$ cat src/rtl/axil_pkg.sv
// Shared AXI-Lite response codes and front-end FSM state types.
package axil_pkg;

   localparam logic [1:0] RESP_OKAY   = 2'b00;
   localparam logic [1:0] RESP_SLVERR = 2'b10;

   typedef enum logic [1:0] {W_IDLE, W_BK, W_WAIT, W_RESP} wr_state_t;
   typedef enum logic [1:0] {R_IDLE, R_BK, R_WAIT, R_RESP} rd_state_t;

endpackage

$ cat src/rtl/axil_bk_timer.sv
// Backend completion watchdog: counts enabled cycles and flags the cycle the
// count reaches TIMEOUT_CYC. TIMEOUT_CYC = 0 never expires.
module axil_bk_timer #(
   parameter int unsigned TIMEOUT_CYC = 256,
   parameter int unsigned CNT_W       = $clog2(TIMEOUT_CYC + 1)
) (
   input  logic axi_aclk,
   input  logic axi_aresetn,
   input  logic clr,
   input  logic en,
   output logic expired
);

   localparam int unsigned W = (CNT_W < 1) ? 1 : CNT_W;
   localparam logic [W-1:0] LAST = (TIMEOUT_CYC == 0) ? '0 : W'(TIMEOUT_CYC - 1);

   logic [W-1:0] cnt;

   always_ff @(posedge axi_aclk or negedge axi_aresetn) begin
      if (!axi_aresetn)
         cnt <= '0;
      else if (clr)
         cnt <= '0;
      else if (en)
         cnt <= cnt + W'(1);
   end

   // cnt holds completed cycles, so the Nth enabled cycle sees N-1
   assign expired = (TIMEOUT_CYC != 0) && en && (cnt == LAST);

endmodule

$ cat src/rtl/axilite_slave_resp.sv
// AXI-Lite slave front end: independent AW/W capture, single-cycle backend
// strobes, completion handshake with timeout, and B/R responses.
module axilite_slave_resp
   import axil_pkg::*;
#(
   parameter int unsigned ADDR_W      = 15,
   parameter int unsigned DATA_W      = 32,
   parameter int unsigned TIMEOUT_CYC = 256,
   parameter int unsigned CNT_W       = $clog2(TIMEOUT_CYC + 1)
) (
   input  logic                axi_aclk,
   input  logic                axi_aresetn,
   input  logic                axi_awvalid,
   output logic                axi_awready,
   input  logic [ADDR_W-1:0]   axi_awaddr,
   input  logic                axi_wvalid,
   output logic                axi_wready,
   input  logic [DATA_W-1:0]   axi_wdata,
   input  logic [DATA_W/8-1:0] axi_wstrb,
   output logic                axi_bvalid,
   input  logic                axi_bready,
   output logic [1:0]          axi_bresp,
   input  logic                axi_arvalid,
   output logic                axi_arready,
   input  logic [ADDR_W-1:0]   axi_araddr,
   output logic                axi_rvalid,
   input  logic                axi_rready,
   output logic [DATA_W-1:0]   axi_rdata,
   output logic [1:0]          axi_rresp,
   output logic                bk_wstart,
   output logic [ADDR_W-1:0]   bk_waddr,
   output logic [DATA_W-1:0]   bk_wdata,
   output logic [DATA_W/8-1:0] bk_wstrb,
   input  logic                bk_wdone,
   output logic                bk_rstart,
   output logic [ADDR_W-1:0]   bk_raddr,
   input  logic [DATA_W-1:0]   bk_rdata,
   input  logic                bk_rdone,
   input  logic                cc_aa_enable
);

   wr_state_t           wr_state;
   rd_state_t           rd_state;
   logic                aw_held, w_held;
   logic [ADDR_W-1:0]   awaddr_q;
   logic [DATA_W-1:0]   wdata_q;
   logic [DATA_W/8-1:0] wstrb_q;
   logic                aw_hs, w_hs, ar_hs;
   logic                wr_expired, rd_expired;

   // readies are gated by reset so every output reads 0 while held in reset
   assign axi_awready = axi_aresetn & cc_aa_enable & (wr_state == W_IDLE) & ~aw_held;
   assign axi_wready  = axi_aresetn & cc_aa_enable & (wr_state == W_IDLE) & ~w_held;
   assign axi_arready = axi_aresetn & cc_aa_enable & (rd_state == R_IDLE);

   assign aw_hs = axi_awvalid & axi_awready;
   assign w_hs  = axi_wvalid & axi_wready;
   assign ar_hs = axi_arvalid & axi_arready;

   axil_bk_timer #(.TIMEOUT_CYC(TIMEOUT_CYC), .CNT_W(CNT_W)) u_wr_timer (
      .axi_aclk   (axi_aclk),
      .axi_aresetn(axi_aresetn),
      .clr        (wr_state == W_BK),
      .en         (wr_state == W_WAIT),
      .expired    (wr_expired)
   );

   axil_bk_timer #(.TIMEOUT_CYC(TIMEOUT_CYC), .CNT_W(CNT_W)) u_rd_timer (
      .axi_aclk   (axi_aclk),
      .axi_aresetn(axi_aresetn),
      .clr        (rd_state == R_BK),
      .en         (rd_state == R_WAIT),
      .expired    (rd_expired)
   );

   always_ff @(posedge axi_aclk or negedge axi_aresetn) begin
      if (!axi_aresetn) begin
         wr_state   <= W_IDLE;
         aw_held    <= 1'b0;
         w_held     <= 1'b0;
         awaddr_q   <= '0;
         wdata_q    <= '0;
         wstrb_q    <= '0;
         bk_wstart  <= 1'b0;
         bk_waddr   <= '0;
         bk_wdata   <= '0;
         bk_wstrb   <= '0;
         axi_bvalid <= 1'b0;
         axi_bresp  <= RESP_OKAY;
      end else begin
         case (wr_state)
            W_IDLE: begin
               if (aw_hs) begin
                  aw_held  <= 1'b1;
                  awaddr_q <= axi_awaddr;
               end
               if (w_hs) begin
                  w_held  <= 1'b1;
                  wdata_q <= axi_wdata;
                  wstrb_q <= axi_wstrb;
               end
               // bypass the holding regs so the strobe follows the last handshake by one cycle
               if ((aw_held | aw_hs) && (w_held | w_hs)) begin
                  wr_state  <= W_BK;
                  bk_wstart <= 1'b1;
                  bk_waddr  <= aw_hs ? axi_awaddr : awaddr_q;
                  bk_wdata  <= w_hs ? axi_wdata : wdata_q;
                  bk_wstrb  <= w_hs ? axi_wstrb : wstrb_q;
               end
            end
            W_BK: begin
               bk_wstart <= 1'b0;
               bk_waddr  <= '0;
               bk_wdata  <= '0;
               bk_wstrb  <= '0;
               if (bk_wdone) begin
                  wr_state   <= W_RESP;
                  axi_bvalid <= 1'b1;
                  axi_bresp  <= RESP_OKAY;
               end else begin
                  wr_state <= W_WAIT;
               end
            end
            W_WAIT: begin
               if (bk_wdone) begin
                  wr_state   <= W_RESP;
                  axi_bvalid <= 1'b1;
                  axi_bresp  <= RESP_OKAY;
               end else if (wr_expired) begin
                  wr_state   <= W_RESP;
                  axi_bvalid <= 1'b1;
                  axi_bresp  <= RESP_SLVERR;
               end
            end
            W_RESP: begin
               if (axi_bready) begin
                  wr_state   <= W_IDLE;
                  axi_bvalid <= 1'b0;
                  axi_bresp  <= RESP_OKAY;
                  aw_held    <= 1'b0;
                  w_held     <= 1'b0;
               end
            end
            default: wr_state <= W_IDLE;
         endcase
      end
   end

   always_ff @(posedge axi_aclk or negedge axi_aresetn) begin
      if (!axi_aresetn) begin
         rd_state   <= R_IDLE;
         bk_rstart  <= 1'b0;
         bk_raddr   <= '0;
         axi_rvalid <= 1'b0;
         axi_rdata  <= '0;
         axi_rresp  <= RESP_OKAY;
      end else begin
         case (rd_state)
            R_IDLE: begin
               if (ar_hs) begin
                  rd_state  <= R_BK;
                  bk_rstart <= 1'b1;
                  bk_raddr  <= axi_araddr;
               end
            end
            R_BK, R_WAIT: begin
               bk_rstart <= 1'b0;
               bk_raddr  <= '0;
               if (bk_rdone) begin
                  rd_state   <= R_RESP;
                  axi_rvalid <= 1'b1;
                  axi_rdata  <= bk_rdata;
                  axi_rresp  <= RESP_OKAY;
               end else if (rd_state == R_BK) begin
                  rd_state <= R_WAIT;
               end else if (rd_expired) begin
                  rd_state   <= R_RESP;
                  axi_rvalid <= 1'b1;
                  axi_rdata  <= '0;
                  axi_rresp  <= RESP_SLVERR;
               end
            end
            R_RESP: begin
               if (axi_rready) begin
                  rd_state   <= R_IDLE;
                  axi_rvalid <= 1'b0;
                  axi_rdata  <= '0;
                  axi_rresp  <= RESP_OKAY;
               end
            end
            default: rd_state <= R_IDLE;
         endcase
      end
   end

endmodule

$ cat config.mk
export PLATFORM = sky130hd
export DESIGN_NAME = axilite_slave_resp
export DESIGN_NICKNAME = d
export VERILOG_FILES = /design/src/rtl/axil_pkg.sv /design/src/rtl/axil_bk_timer.sv /design/src/rtl/axilite_slave_resp.sv
export SDC_FILE = /design/constraint.sdc
export NUM_CORES = 1
export LEC_CHECK = 0
export CAP_MARGIN = 40
export CORE_MARGIN = 3
export CORE_UTILIZATION = 47
export CTS_CLUSTER_DIAMETER = 80
export DETAILED_ROUTE_END_ITERATION = 8
export PLACE_DENSITY = 0.79
export RECOVER_POWER = 100
export SLEW_MARGIN = 20
export SYNTH_ARGS = -nofsm -noshare
export SYNTH_HDL_FRONTEND = slang
export SYNTH_SLANG_ARGS = --single-unit
$ cat constraint.sdc
create_clock -name axi_aclk -period 3 [get_ports axi_aclk]
set_input_delay 0.3 -clock axi_aclk [delete_from_list [all_inputs] [get_ports axi_aclk]]
set_output_delay 0.3 -clock axi_aclk [all_outputs]
set_load 0.1 [all_outputs]
==> metrics.yaml, run 1 <==
clock_network:
  clk_transition_reported_paths_ns: 0.07
  cts-resized-gates: 0
  post_cts.repair.setup_buffers: 0
  cts.sinks: 179
  cts_tree: "yes"
  clk_latency_ns: 0.43
  root_buffer: "clkbuf_16"
  htree_levels: 4
  cts_made_buffers: 17
  holdBufCountCts: 1
  clock_path_buffers: 2
worst_setup_path:
  r2r-start: "wr_state[0]"
  required_ns: 2.70
  crit_path_end_kind: "primary output"
  reg2reg_depth: 7
  critPathArrivalTime_ns: 2.35
  cp_max_fo: 55
  crit_type: "input pin to primary output"
  r2r_setup_slack_ns: 0.44
  critPathLaunchType: "input pin"
  r2r-end: "bk_wstart"
timing:
  fin_skew_ns: 0.009695
  setup_viol: 0
  max_slew_margin: 0.1648
  hold_slack_ns: 0.4705
  rsz0062_at_grt: "false"
  finalMaxSlewViolations: 0
  fin_setup_tns_ns: 0
  hold_viol_final: 0
  fin_crit_ns: 2.651
  max_slew.worst_pin.slew_ns: 1.258
  finalCritPeriodShare: 0.8836
  clock.fmax_mhz: 377.3
routing:
  drtIter0Drc: 285
  antenna_left: 0
  vias: 5212
  drcViolationCount: 0
  totalWireLength_mm: 17.88
  wire_per_inst_um: 19.16
  viasPerCell: 5.586
  drtPass1Iterations: 5
yosys:
  synthXorXnorAreaFrac: 0.007234
  synth-seq-cells: 179
  synth_compound_area_frac: 0.1691
  syn_area_um2: 7264
  seq_area_frac_synth: 0.6166
  synth_top_area_frac: 0.6166
  synth_cell_type_count: 48
  synth_top_family_by_area: "compound AO/OA/AOI/OAI gates"
  synthAdderAreaFrac: 0.02411
  netlist.top_cell.by_area: "dfrtp_1"
  avgSynthCellArea_um2: 14.02
  ys.flop_type: "dfrtp_1"
  synth_simple_gate_area_frac: 0.04340
  yosysWarnings: 0
  synth_mux_area_frac: 0.1032
  synth-edff-count: 0
  ys_top_cells_by_area: "dfrtp_1 (62%), a32o_1 (7.0%), mux2_4 (6.2%)"
  syn_inst: 518
  synthArstFlopShare: 1.000
cells_and_area:
  fin_util: 0.6393
  drive_gt1_frac: 0.09091
  areaGrowthSynthToFinish_pct: 30.33
  final_common_cell: "dfrtp_1"
  finalNetCount: 857
  layout_common_cells: "dfrtp_1 (179), clkdlybuf4s50_1 (111), clkbuf_1 (106), a32o_1 (51), a22o_1 (47)"
worst_hold_path:
  hold_start: "bk_rdata[26]"
  hold_end: "axi_rdata[26]"
  min_path_type: "input pin to flop"
  hold_depth: 2
pwr:
  p_leak_nw: 4.179
  ir_drop_uv: 841.6
  powerDensity_nw_per_um2: 1084
global_route:
  grt_max_degree: 56
  busiest_layer: "met2"
  met3_usage: 0.06386
  gr-total-overflow: 0
  grt_pass1_vias: 5630
  use_met2: 0.3651
  track_usage: 0.2179
  grt_pass1_wl_mm: 28.84
  grt_util_met1: 0.2700
  antenna_found_initial: 0
floorplan:
  start_util: 0.4905
  design.die.area_um2: 16980
  coreArea_um2: 14810
  io_pins: 217
  dieHeight_um: 130.3
  num_rows: 44
  fp.dieW_um: 130.3
placed_design:
  port_buffers: 214
  routabilityCongestion: 0.7544
  hpwlAfterDp_mm: 12.57
run:
  max-cap-violations: 0
status:
  status: "complete, no violations"
## critical path, cell delays in order
cell,delay (ns)
dlygate4sd3_1,0.59
buf_6,0.13
buf_4,0.55
and3_2,0.30
clkbuf_2,0.45
## through the flow
step                instance area [um2]  setup WS, ns  instances  power [mW]
floorplan                          7268        0.5620        519       7.268
global placement                   9353        0.3597        893       8.388
global route                       9465        0.2054        932       10.80
CTS                               10040        0.4850        932       10.80
detailed placement                 9448        0.3098        899       8.582
finish                             9468        0.3493        933       10.26
## kinds of logic (layout without fill, tap and decap cells)
group | count (synthesis) | after routing
fa+ha+maj | 14 | 14
xor+xnor | 6 | 6
buf+inv | 55 | 284
simple gates | 60 | 60
flops | 179 | 179
other cells | 1 | 3
compound gates | 146 | 146
mux | 57 | 57
## worst max-delay path by stage
stage | slack [ns] | endpoint | startpoint | cells after the start
floorplan | 0.56 | axi_awready | wr_state[0] | 5
global placement | 0.36 | bk_wdata[1] | cc_aa_enable | 6
detailed placement | 0.31 | bk_wdata[21] | cc_aa_enable | 6
CTS | 0.48 | axi_arready | axi_aresetn | 5
global route | 0.21 | axi_arready | axi_aresetn | 5
finish | 0.35 | axi_arready | axi_aresetn | 5
## Yosys cell counts, types with 3 or more instances
| master | number |
|---|---|
| dfrtp_1 | 179 |
| o21ai_0 | 8 |
| ha_1 | 14 |
| a32o_1 | 51 |
| nor3b_1 | 3 |
| mux2_4 | 30 |
| a22o_1 | 47 |
| nand3_1 | 6 |
| a21oi_1 | 15 |
| mux2_2 | 23 |
| inv_1 | 17 |
| xnor2_1 | 4 |
| nand4_1 | 4 |
| nand2_1 | 14 |
| mux2i_1 | 4 |
| buf_4 | 3 |
| nor2b_1 | 7 |
| clkbuf_1 | 29 |
| buf_8 | 3 |
| o22ai_1 | 8 |
| nor2_1 | 17 |
## metal layers
layer  part of all wire  up-vias
li1                   -     2377
met1               0.40     2652
met2               0.52      155
met3              0.057       28
met4              0.028        0
met5                  0        -
## report_power, final
| part | total (mW) | switching, mW | internal (mW) |
|---|---|---|---|
| clock | 2.19 | 0.993 | 1.19 |
| combinational | 4.61 | 3.48 | 1.13 |
| sequential | 3.47 | 0.354 | 3.12 |
| total | 10.3 | 4.82 | 5.44 |
## area by class of cell
class	instances	area (um2)
fill	1181	5341
sequential	179	4479
multi-input combinational	285	2431
timing repair buffer	235	1678
clock buffer	18	439.2
tap	184	230.2
clock inverter	14	143.9
inverter	17	63.81
antenna	1	2.502
## flip-flops by register name, indices dropped and copies added, names as in the netlist, 4 cells and up
register and count:
axi_rdata 32, bk_wdata 32, wdata_q 32, awaddr_q 15, bk_raddr 15, bk_waddr 15
u_rd_timer.cnt 9, u_wr_timer.cnt 9, bk_wstrb 4, wstrb_q 4
No activity file was read; power rests on OpenSTA's default activity.
==> inputs of run 2 (changes only) <==
Settings changed: CORE_MARGIN 3 to 2.
==> metrics.yaml, run 2 (synthesis results as in run 1) <==
floorplan:
  design.die.area_um2: 16470  # -3.0%
  num_rows: 45  # +2.3%
  start_util: 0.4796  # -0.01090
  coreArea_um2: 15150  # +2.3%
  io_pins: 217  # unchanged
  fp.dieW_um: 128.3  # -1.5%
  dieHeight_um: 128.3  # -1.5%
timing:
  clock.fmax_mhz: 372.4  # -1.3%
  fin_setup_tns_ns: 0  # unchanged
  max_slew_margin: 0.1775  # +0.01270
  max_slew.worst_pin.slew_ns: 1.239  # -0.01913 ns
  finalCritPeriodShare: 0.8952  # +0.01158
  hold_viol_final: 0  # unchanged
  setup_viol: 0  # unchanged
  fin_crit_ns: 2.685  # +0.03475 ns
  rsz0062_at_grt: "false"
  setup_ws_ns: 0.3145  # -0.03475 ns
  finalMaxSlewViolations: 0  # unchanged
  fin_skew_ns: 0.009482  # -0.0002135 ns
pwr:
  p_leak_nw: 4.204  # +0.59%
  ir_drop_uv: 1054  # +25%
  powerDensity_nw_per_um2: 1073  # -0.99%
clock_network:
  clock_path_buffers: 2  # unchanged
  htree_levels: 4  # unchanged
  clk_latency_ns: 0.42  # about the same
  clk_transition_reported_paths_ns: 0.07  # about the same
  root_buffer: "clkbuf_16"
  cts_made_buffers: 17  # unchanged
  cts-resized-gates: 0  # unchanged
  cts.sinks: 179  # unchanged
  cts_tree: "yes"
worst_setup_path:
  cp_max_fo: 15  # -73%
  r2r_setup_slack_ns: 0.31  # -0.13 ns
  r2r-end: "bk_waddr[1]"
  reg2reg_depth: 7  # unchanged
  critPathLaunchType: "flop"
  crit_path_end_kind: "flop"
  crit_type: "flop to flop"
  endpoint: "bk_waddr[1]"
  critPathLaunch: "wr_state[0]"
  required_ns: 3.31  # +0.61 ns
  critPathArrivalTime_ns: 2.99  # +0.64 ns
  r2r-start: "wr_state[0]"
global_route:
  grt_pass1_vias: 5549  # -1.4%
  track_usage: 0.2222  # +0.004219
  antenna_found_initial: 0  # unchanged
  grt_pass1_wl_mm: 28.44  # -1.4%
  grt_max_degree: 53  # -5.4%
  gr-total-overflow: 0  # unchanged
cells_and_area:
  finalNetCount: 864  # +0.82%
  layout_common_cells: "dfrtp_1 (179), clkdlybuf4s50_1 (118), clkbuf_1 (108), a32o_1 (51), a22o_1 (47)"
  diodes: 0  # -1
  top_regs: "axi_rdata: 32 flops, bk_wdata: 32 flops, wdata_q: 32 flops"
  areaGrowthSynthToFinish_pct: 31.28
  final_common_cell: "dfrtp_1"
  drive_gt1_frac: 0.08609  # -0.004816
routing:
  antenna_left: 0  # unchanged
  drtIter0Drc: 296  # +3.9%
  drtPass1Iterations: 4  # -1
  viasPerCell: 5.546  # -0.72%
  vias: 5230  # +0.35%
  wire_per_inst_um: 18.79  # -1.9%
  totalWireLength_mm: 17.72  # -0.89%
  drcViolationCount: 0  # unchanged
placed_design:
  port_buffers: 214  # unchanged
  routabilityCongestion: 0.7693  # +2.0%
  dp_slack_ns: 0.4033  # +0.09341 ns
  hpwlAfterDp_mm: 12.52  # -0.32%
worst_hold_path:
  min_path_type: "input pin to async pin"
status:
  status: "complete, no violations"
run:
  max-cap-violations: 0  # unchanged
[run 2: changes by cell type in the layout (fill, tap and decap cells not counted), sizes merged]
| cell | previous run | this run |
|---|---|---|
| clkdlybuf4s50 | 111 | 118 |
| buf | 12 | 11 |
| clkbuf | 129 | 130 |
| diode | 1 | 0 |
| clkinvlp | 3 | 2 |
| clkinv | 3 | 4 |
[run 2: per-stage QoR]
step           utilization  total power [mW]  hold WS (ns)  cell area (um2)  instances
3_5_place_dp        0.6335             8.599        0.1639             9595        910
5_1_grt             0.6297             10.74        0.2639             9537        943
2_1_floorplan            -             7.268      0.004409             7268        519
3_3_place_gp        0.6198             8.371        0.1635             9388        897
6_report            0.6297             10.24        0.2761             9537        943
4_1_cts             0.6720             10.80        0.2670            10180        943
[run 2: what timing repair did]
item                                   CTS  global route
hold buffers                             1             0
buffers inserted                         0             0
endpoints found under the hold margin   19             0
[run 2: cell type report]
type                       count  area (um2)
clock inverter                14       143.9
inverter                      17       63.81
timing repair buffer         242        1762
clock buffer                  18       429.2
multi-input combinational    285        2424
tap                          188       235.2
fill                        1226        5609
sequential                   179        4479
[run 2: per-layer routing]
metal  GRT usage  wire, um  up-vias
li1            -         -     2395
met1      0.2770      7381     2651
met2      0.3689      8975      149
met3     0.05676       872       35
met4     0.09696       490        0
met5           0         0        -
[run 2: worst min path at each step]
stage                            from          end  slack, ns  cells past startpoint
after floorplan           axi_aresetn      aw_held      0.004                      0
after global placement    axi_aresetn  wdata_q[29]       0.16                      1
after detailed placement  axi_aresetn  awaddr_q[4]       0.16                      1
after CTS                 axi_aresetn  awaddr_q[4]       0.27                      2
after global routing      axi_aresetn  awaddr_q[4]       0.26                      2
final                     axi_aresetn  awaddr_q[4]       0.28                      2
[run 2: critical path: stages, from the launching register on]
cell      delay, ns
dfrtp_1        0.40
inv_1          0.15
ha_1           0.20
nand3_1        0.18
nor3b_2        0.21
clkbuf_1       0.74
mux2_1         0.42
a32o_1         0.27
[run 2: report_power, final]
part / internal [mW] / leakage, nW / switching, mW
registers: 3.12 / 2.34 / 0.353
logic: 1.11 / 1.59 / 3.49
clock network: 1.17 / 0.279 / 0.993
==> inputs of run 3 (changes only) <==
Settings changed: CAP_MARGIN 40 to default.
==> metrics.yaml, run 3 (synthesis results as in run 1) <==
worst_setup_path:
  cpPeakStageDelay_ns: 0.54  # -0.20 ns
  cpMaxStageDelayCell: "dlygate4sd3_1"
  cp_cell_sequence: "dlygate4sd3_1, buf_6, buf_4, and3_2, clkbuf_2"
  crit_type: "input pin to primary output"
  cp_max_fo: 45  # +30
  critPathLaunchType: "input pin"
  crit_path_end_kind: "primary output"
  critPathArrivalTime_ns: 2.36  # -0.63 ns
  required_ns: 2.70  # -0.61 ns
cells_and_area:
  layout_common_cells: "dfrtp_1 (179), clkdlybuf4s50_1 (106), clkbuf_1 (96), a32o_1 (51), a22o_1 (47)"
  final_common_cell: "dfrtp_1"
  fillers: 1214  # -0.98%
  diodes: 0  # unchanged
  finalNetCount: 851  # -1.5%
  fin_util: 0.6233  # -0.006361
  top_regs: "axi_rdata: 32 flops, bk_wdata: 32 flops, wdata_q: 32 flops"
  finalNonFillerCells: 930  # -1.4%
  areaGrowthSynthToFinish_pct: 29.95
  final_area_um2: 9440  # -1.0%
  drive_gt1_frac: 0.08356  # -0.002535
routing:
  totalWireLength_mm: 17.51  # -1.2%
  viasPerCell: 5.598  # +0.93%
  wire_per_inst_um: 18.83  # +0.19%
  antenna_left: 0  # unchanged
  drtIter0Drc: 362  # +22%
  vias: 5206  # -0.46%
  drtPass1Iterations: 4  # unchanged
  drcViolationCount: 0  # unchanged
pwr:
  p_leak_nw: 4.194  # -0.22%
  ir_drop_uv: 1015  # -3.7%
  powerDensity_nw_per_um2: 1069  # -0.44%
  power_mw: 10.09  # -1.4%
clock_network:
  clk_transition_reported_paths_ns: 0.07  # about the same
  root_buffer: "clkbuf_16"
  cts_made_buffers: 17  # unchanged
  clock_path_buffers: 2  # unchanged
  cts_tree: "yes"
  cts.sinks: 179  # unchanged
  post_cts.repair.setup_buffers: 0  # unchanged
  htree_levels: 4  # unchanged
  clk_latency_ns: 0.43  # about the same
global_route:
  grt_pass1_wl_mm: 27.97  # -1.7%
  gr-total-overflow: 0  # unchanged
  grt_max_degree: 82  # +55%
  track_usage: 0.2194  # -0.002800
  grt_pass1_vias: 5429  # -2.2%
  antenna_found_initial: 0  # unchanged
timing:
  clock.fmax_mhz: 375.9  # +0.93%
  rsz0062_at_grt: "false"
  max_slew_margin: 0.1555  # -0.02201
  fin_setup_tns_ns: 0  # unchanged
  finalCritPeriodShare: 0.8869  # -0.008286
  fin_skew_ns: 0.007472  # -0.002010 ns
  finalMaxSlewViolations: 0  # unchanged
  max_slew.worst_pin.slew_ns: 1.272  # +0.03316 ns
  hold_viol_final: 0  # unchanged
  setup_viol: 0  # unchanged
  fin_crit_ns: 2.661  # -0.02486 ns
placed_design:
  hpwlAfterDp_mm: 12.19  # -2.7%
  routabilityCongestion: 0.7693  # unchanged
  port_buffers: 214  # unchanged
  placed_area_um2: 9388  # -2.2%
  dp.cells: 897  # -1.4%
floorplan:
  io_pins: 217  # unchanged
  coreArea_um2: 15150  # unchanged
  start_util: 0.4796  # unchanged
  fp.dieW_um: 128.3  # unchanged
  num_rows: 45  # unchanged
  design.die.area_um2: 16470  # unchanged
  dieHeight_um: 128.3  # unchanged
run:
  max-cap-violations: 0  # unchanged
worst_hold_path:
  min_path_type: "input pin to async pin"
status:
  status: "complete, no violations"
run 3: worst paths after layout:
path | slack [ns] | endpoint | depth (start not counted) | from
max in group asynchronous | 0.95 | bk_raddr[2] | 4 | axi_aresetn
min in group axi_aclk | 0.46 | axi_rdata[14] | 2 | bk_rdata[14]
max reg2reg | 0.36 | axi_rdata[9] | 9 | u_rd_timer.cnt[0]
min | 0.27 | awaddr_q[4] | 2 | axi_aresetn
min reg2reg | 0.47 | bk_rstart | 1 | bk_rstart
max | 0.34 | axi_arready | 5 | axi_aresetn
run 3: layer usage:
| metal | share of wire | GRT usage | up-vias |
|---|---|---|---|
| li1 | - | - | 2363 |
| met1 | 0.41 | 0.2682 | 2643 |
| met2 | 0.51 | 0.3633 | 162 |
| met3 | 0.053 | 0.05927 | 38 |
| met4 | 0.031 | 0.1047 | 0 |
| met5 | 0 | 0 | - |
run 3: report_power, final:
part | internal [mW] | total (mW) | switching, mW
registers | 3.12 | 3.46 | 0.342
clock network | 1.10 | 2.06 | 0.961
logic | 1.09 | 4.57 | 3.48
run 3: critical path, delay by kind of cell:
family                 cells  cell delay (ns)
buffers and inverters      4             1.74
AND/OR/NAND/NOR            1             0.28
run 3: through the flow:
step                      hold slack, ns  setup WS, ns
final                             0.2695        0.3394
after floorplan                 0.004409        0.5620
after global routing              0.2669        0.1810
after CTS                         0.2682        0.4428
after global placement            0.1635        0.4190
after detailed placement          0.1664        0.4028
run 3: layout make-up:
type                       instances  area [um2]  share of cell area
clock buffer                      20       446.7             0.04732
multi-input combinational        285        2431              0.2575
timing repair buffer             229        1684              0.1784
inverter                          17       63.81            0.006759
clock inverter                    12       100.1             0.01060
tap                              188       235.2             0.02492
sequential                       179        4479              0.4745
run 3: repair_timing:
action                    in CTS  in global routing
hold endpoints to repair      19                  0
resized for setup              0                  0
hold buffers                   1                  0
